==> src/rtl/session_ctrl.sv <==
// session_ctrl: call setup/teardown FSM with mic FIFO, audio bursts and a one-entry control queue.
// Optional ring/dial timeout is compiled in with SESSION_TIMEOUT_EN.
module session_ctrl #(
    parameter int DATA_W      = 16,
    parameter int ADDR_W      = 8,
    parameter int DEPTH       = 16,
    parameter int PKT_SAMPLES = 4,
    parameter int TIMEOUT     = 1000
) (
    input  logic              clk,
    input  logic              reset,
    input  logic [ADDR_W-1:0] phoneNum,
    input  logic [4:0]        userInp,
    input  logic [1:0]        cmdIn,
    input  logic [DATA_W-1:0] packetIn,
    input  logic              transportBusy,
    input  logic              mic_valid,
    input  logic [DATA_W-1:0] mic_data,
    output logic [1:0]        cmd,
    output logic [DATA_W-1:0] dataOut,
    output logic [ADDR_W-1:0] phoneOut,
    output logic              sessionBusy,
    output logic              micFlag,
    output logic [2:0]        current_state,
    output logic              spk_valid,
    output logic [DATA_W-1:0] spk_data,
    output logic              mic_full,
    output logic              mic_empty,
    output logic              mic_overflow
);
    localparam int AW = $clog2(DEPTH);
    localparam int CW = $clog2(DEPTH + 1);
    localparam int BW = $clog2(PKT_SAMPLES + 1);
    localparam logic [2:0] IDLE = 3'd0, CALLING = 3'd1, RINGING = 3'd2, CONNECTED = 3'd3, HANGUP = 3'd4;
    localparam logic [7:0] OP_CALL = 8'h01, OP_ACCEPT = 8'h02, OP_HANGUP = 8'h03, OP_BUSY = 8'h05;
    localparam logic [1:0] CMD_IDLE = 2'b00, CMD_CTRL = 2'b01, CMD_AUDIO = 2'b10;

    function automatic logic [DATA_W-1:0] ctrlWordOf(input logic [ADDR_W-1:0] addr, input logic [7:0] op);
        return DATA_W'({addr, op});
    endfunction

    logic [2:0]        state, nextState;
    logic [4:0]        prevInp;
    logic              newCmd, dial, answer, hangUp;
    logic [7:0]        rxOp, peerOp, ctrlOp;
    logic [ADDR_W-1:0] rxSrc;
    logic              rxCall, ctrlReq, busyReq, timeout, sentHangup;
    logic              qValid, qValidNext;
    logic [DATA_W-1:0] qWord, qWordNext;
    logic [BW-1:0]     burstLeft;
    logic [DATA_W-1:0] mem [DEPTH];
    logic [AW-1:0]     wrPtr, rdPtr;
    logic [CW-1:0]     count;
    logic              push, pop, exitConn, enterConn, take, loadCtrl, loadAudio;

    assign newCmd     = userInp != prevInp && userInp != 5'd0;
    assign dial       = newCmd && userInp == 5'd1;
    assign answer     = newCmd && userInp == 5'd2;
    assign hangUp     = newCmd && userInp == 5'd3;
    assign rxOp       = packetIn[7:0];
    assign rxSrc      = packetIn[ADDR_W+7:8];
    assign rxCall     = cmdIn == CMD_CTRL && rxOp == OP_CALL;
    assign peerOp     = (cmdIn == CMD_CTRL && rxSrc == phoneOut) ? rxOp : 8'h00;
    assign sentHangup = cmd == CMD_CTRL && !transportBusy && dataOut[7:0] == OP_HANGUP;

    always_comb begin
        nextState = state;
        ctrlReq   = 1'b0;
        ctrlOp    = OP_HANGUP;
        case (state)
            IDLE: begin
                if (dial) begin
                    nextState = CALLING;
                    ctrlReq   = 1'b1;
                    ctrlOp    = OP_CALL;
                end else if (rxCall) nextState = RINGING;
            end
            CALLING: begin
                if (hangUp) begin
                    nextState = IDLE;
                    ctrlReq   = 1'b1;
                end else if (peerOp == OP_ACCEPT) nextState = CONNECTED;
                else if (peerOp == OP_BUSY || peerOp == OP_HANGUP) nextState = IDLE;
                else if (timeout) begin
                    nextState = IDLE;
                    ctrlReq   = 1'b1;
                end
            end
            RINGING: begin
                if (answer) begin
                    nextState = CONNECTED;
                    ctrlReq   = 1'b1;
                    ctrlOp    = OP_ACCEPT;
                end else if (hangUp) begin
                    nextState = IDLE;
                    ctrlReq   = 1'b1;
                end else if (peerOp == OP_HANGUP || timeout) nextState = IDLE;
            end
            CONNECTED: begin
                if (hangUp) begin
                    nextState = HANGUP;
                    ctrlReq   = 1'b1;
                end else if (peerOp == OP_HANGUP) nextState = IDLE;
            end
            HANGUP:  nextState = sentHangup ? IDLE : HANGUP;
            default: nextState = IDLE;
        endcase
    end

    assign exitConn   = state == CONNECTED && nextState != CONNECTED;
    assign enterConn  = state != CONNECTED && nextState == CONNECTED;
    assign busyReq    = rxCall && state != IDLE;
    assign qValidNext = qValid || ctrlReq || busyReq;
    assign qWordNext  = ctrlReq ? ctrlWordOf(state == IDLE ? phoneNum : phoneOut, ctrlOp)
                      : qValid ? qWord : ctrlWordOf(rxSrc, OP_BUSY);
    // An exit from CONNECTED may tear down an audio word even under backpressure.
    assign take       = !transportBusy || (exitConn && cmd == CMD_AUDIO);
    assign loadCtrl   = take && qValidNext && (burstLeft == '0 || exitConn);
    assign loadAudio  = take && !loadCtrl && state == CONNECTED && !exitConn
                      && (burstLeft != '0 || count >= CW'(PKT_SAMPLES));
    assign pop        = loadAudio;
    assign push       = state == CONNECTED && !exitConn && mic_valid && !mic_full;
    assign mic_full   = count == CW'(DEPTH);
    assign mic_empty  = count == '0;

    assign current_state = state;
    assign sessionBusy   = state != IDLE;
    assign micFlag       = state == CONNECTED;

`ifdef SESSION_TIMEOUT_EN
    localparam int TW = $clog2(TIMEOUT + 1);
    logic [TW-1:0] timer;
    logic          waiting;
    assign waiting = state == CALLING || state == RINGING;
    assign timeout = waiting && timer == TW'(TIMEOUT - 1);
    always_ff @(posedge clk or negedge reset) begin
        if (!reset) timer <= '0;
        else timer <= (nextState != state || !waiting) ? '0 : timer + TW'(1);
    end
`else
    assign timeout = 1'b0;
`endif

    always_ff @(posedge clk or negedge reset) begin
        if (!reset) begin
            state        <= IDLE;
            prevInp      <= '0;
            phoneOut     <= '0;
            qValid       <= 1'b0;
            qWord        <= '0;
            cmd          <= CMD_IDLE;
            dataOut      <= '0;
            burstLeft    <= '0;
            wrPtr        <= '0;
            rdPtr        <= '0;
            count        <= '0;
            mic_overflow <= 1'b0;
            spk_valid    <= 1'b0;
            spk_data     <= '0;
        end else begin
            state   <= nextState;
            prevInp <= userInp;
            if (state == IDLE && nextState == CALLING) phoneOut <= phoneNum;
            else if (state == IDLE && nextState == RINGING) phoneOut <= rxSrc;
            qValid <= qValidNext && !loadCtrl;
            qWord  <= qWordNext;
            if (loadCtrl) begin
                cmd     <= CMD_CTRL;
                dataOut <= qWordNext;
            end else if (loadAudio) begin
                cmd     <= CMD_AUDIO;
                dataOut <= mem[rdPtr];
            end else if (take) begin
                cmd     <= CMD_IDLE;
                dataOut <= '0;
            end
            burstLeft <= exitConn ? '0
                       : loadAudio ? (burstLeft != '0 ? burstLeft - BW'(1) : BW'(PKT_SAMPLES - 1))
                       : burstLeft;
            if (exitConn) begin
                wrPtr <= '0;
                rdPtr <= '0;
                count <= '0;
            end else begin
                wrPtr <= wrPtr + AW'(push);
                rdPtr <= rdPtr + AW'(pop);
                count <= count + CW'(push) - CW'(pop);
            end
            if (enterConn) mic_overflow <= 1'b0;
            else if (state == CONNECTED && !exitConn && mic_valid && mic_full) mic_overflow <= 1'b1;
            spk_valid <= state == CONNECTED && cmdIn == CMD_AUDIO;
            if (state == CONNECTED && cmdIn == CMD_AUDIO) spk_data <= packetIn;
        end
    end

    always_ff @(posedge clk) begin
        if (push) mem[wrPtr] <= mic_data;
    end
endmodule
==> config.mk <==
export PLATFORM = sky130hd
export DESIGN_NAME = session_ctrl
export DESIGN_NICKNAME = d
export VERILOG_FILES = /design/src/rtl/session_ctrl.sv
export SDC_FILE = /design/constraint.sdc
export NUM_CORES = 1
export LEC_CHECK = 0
export ABC_AREA = 1
export CAP_MARGIN = 20
export CORE_UTILIZATION = 45
export DETAILED_ROUTE_END_ITERATION = 8
export PLACE_DENSITY_LB_ADDON = 0.15
export REMOVE_ABC_BUFFERS = 1
export SYNTH_ARGS = -nofsm -noshare
export SYNTH_HDL_FRONTEND = slang
export SYNTH_SLANG_ARGS = --single-unit
==> constraint.sdc <==
create_clock -name clk -period 6.28 [get_ports clk]
set_input_delay 0.628 -clock clk [delete_from_list [all_inputs] [get_ports clk]]
set_output_delay 0.628 -clock clk [all_outputs]
set_load 0.02 [all_outputs]
==> results.md <==
- Status: complete, no violations
- Top-count cell post-synth: edfxtp_1
- Die height: 182 µm
- Setup crit start kind: input pin
- Slew @ Worst Pin: 1020 ps
- Final wirelength: 34.7 mm
- Core Region: 31800 µm²
- Initial Util: 46.0%
- Setup Fix Bufs, Post-CTS: 0
- Largest net degree at the start of global routing: 127
- GR Overflow Total: 0
- CP Capture Type: flip-flop
- Vias in the first global route: 9450
- FF+latch count, synth: 341
- Post-route ant nets: 0
- P&R area growth vs syn: 18.6%
- # port buffers: 101
- DRT Pass-1 Iters: 5
- RSZ-0062 raised after global routing: no
- WS Path Type: input pin to flip-flop
- H-tree levels: 2
- Setup violators final: 0
- Full die area: 33300 µm²
- CTS buffer count: 38
- Clock buffer depth: 3
- Detailed-route DRC error count: 0
- EDFF count, synth: 256
- Share of cells above drive strength 1: 9.61%
- F_max: 218 MHz
- Cell Pwr Density: 280 nW/µm²
- Cell Rows: 65
- Primary FF master, synth: edfxtp_1
- Ranking of synthesized cells by area: edfxtp_1 53%, dfrtp_1 15%, o21ai_0 5.1%, nand2_1 4.6%, mux2i_1 3.4%
- Clk slew on worst S/H paths: 60 ps
- Gpl congestion: 0.860
- Register area share after synthesis: 67.0%
- I/O pins: 102
- DR vias/cell: 5.25
- Crit path arrival time: 4980 ps
- Unique masters post-synth: 43
- Post-layout util: 54.6%
- Worst slew margin: 32.0%
- Max-slew violation count: 0
- Ys Warns: 0
- Layout Nets: 1440
- DR vias: 9668
- Critical path data required time: 6670 ps
- Min Clock Period, post-route: 4590 ps
- CTS tree: built
- Period utilization: 73.1%
- FILL cells: 2726
- Post-synth top area share: 52.5%
- Post-DP Area: 16200 µm²
- Avg WL per Cell: 18.9 µm
- Starting DRT DRC Count: 603
- Synthesized instance count: 1269
- Max-cap violations: 0
- Global-route wire length before repair: 54.7 mm
- Ys async rst share: 24.9%
- Hold Path Class: flip-flop to flip-flop
- Clk_skew: 32.5 ps
- Most instantiated cells after synthesis: 256 x edfxtp_1, 181 x nand2_1, 150 x o21ai_0, 128 x inv_1, 85 x dfrtp_1
- Fin Setup TNS: 0 ps
- Leakage: 6.67 nW
- Die W: 182 µm
- Final Hold Viols: 0
- Clk sinks: 341
- Root Buffer: clkbuf_16
- Antenna violations before repair: 0
- CP max FO: 21
- Clock latency at the later pin of the worst-skew pair: 540 ps
- Placed wire-length estimate: 21.0 mm
- Leading area contributor after synthesis: edfxtp_1
- Mapped cell area: 14600 µm²
- ANT cells: 0
- Post-route cell area: 17400 µm²
- Maximum VDD drop: 0.257 mV
- Total GRT Usage: 21.6%
- Syn_area_per_cell: 11.5 µm²
-- power breakdown --
part / leakage [nW] / internal (mW) / switching [mW] / total (mW)
clock: 0.567 / 1.21 / 0.903 / 2.12
sequential: 3.41 / 2.46 / 0.0227 / 2.48
combinational: 2.69 / 0.103 / 0.157 / 0.260
total: 6.67 / 3.77 / 1.08 / 4.85
-- area by class of cell --
type,instances,area (µm²),share of cell area (%)
flip-flops and latches,341,9820,56.5
clock inverters,22,203,1.17
inverters,131,494,2.85
clock buffers,48,988,5.69
well taps,435,544,3.13
repair buffers,130,1240,7.15
multi-input cells,733,4080,23.5
-- metal layers --
layer / part of all wire, % / global-route usage (%) / up-vias
li1: - / - / 4664
met1: 45 / 29.7 / 4695
met2: 48 / 36.2 / 262
met3: 5.4 / 3.19 / 47
met4: 1.7 / 4.87 / 0
met5: 0 / 0 / -
-- through the flow --
stage | power, mW | hold slack, ps | instances | setup WS [ps]
5_1_grt | 5.02 | 498 | 1840 | 1280
4_1_cts | 4.90 | 489 | 1840 | 1670
3_3_place_gp | 2.78 | 467 | 1768 | 1070
2_1_floorplan | 2.64 | 332 | 1205 | 1350
6_report | 4.85 | 484 | 1840 | 1690
3_5_place_dp | 2.78 | 473 | 1769 | 1140
-- what timing repair did --
action / CTS / global route
hold buffers: 1 / 0
gates resized for setup: 0 / 0
endpoints found under the hold margin: 2 / 0
-- final timing paths --
check / depth (start not counted) / slack, ps / to / from
min reg2reg: 2 / 480 / spk_data[13] / spk_data[13]
max in group asynchronous: 3 / 4500 / rdPtr[0] / reset
min: 2 / 480 / spk_data[13] / spk_data[13]
min in group asynchronous: 2 / 550 / prevInp[4] / reset
max: 24 / 1690 / count[4] / userInp[1]
max reg2reg: 24 / 1940 / count[4] / prevInp[1]
-- flip-flops by register name, indices dropped and copies added, names as in the netlist --
signal         count
cmd                2
wrPtr              4
spk_valid          1
current_state      3
rdPtr              4
spk_data          16
burstLeft          3
qWord             16
phoneOut           8
mem              256
count              5
mic_overflow       1
qValid             1
prevInp            5
dataOut           16
-- worst max-delay path, stage by stage --
cell	delay, ps
clkdlybuf4s50_1	550
nor2_1	70
nor4_1	280
nand3_1	260
nand3_1	140
buf_4	210
nand3_1	160
nand2_2	150
nand3_2	80
nand2_2	370
nand3_4	340
nand2_1	240
inv_1	90
ha_1	270
inv_1	50
ha_1	150
inv_1	60
fa_1	380
inv_1	90
a21oi_1	70
nor2_1	80
nor2_1	50
xnor2_1	130
nor2_1	60
-- cells in the final DEF (no fill, tap or decap), types with 9 or more instances in the layout --
cell and n:
o21ai_0 150, nand4_1 22, clkbuf_16 38, buf_4 28, nor2_2 19, clkbuf_1 10
a31oi_1 20, clkdlybuf4s50_1 100, ha_1 13, inv_1 128, dfrtp_1 84, a21oi_1 67
mux2i_1 49, nor2_1 61, mux2_2 19, nand2_1 181, nand3_1 82, edfxtp_1 256
clkinv_1 9
-- logic make-up (layout without fill, tap and decap cells) --
family          after synthesis  after routing  synth area share [%]
flops                       341            341                  67.0
simple gates                386            386                  11.6
buf+inv                     195            331                  5.41
xor+xnor                     11             11                 0.658
compound gates              254            254                  9.21
mux                          68             68                  4.81
fa+ha+maj                    14             14                  1.25
Power figures use the tool's default switching activity.
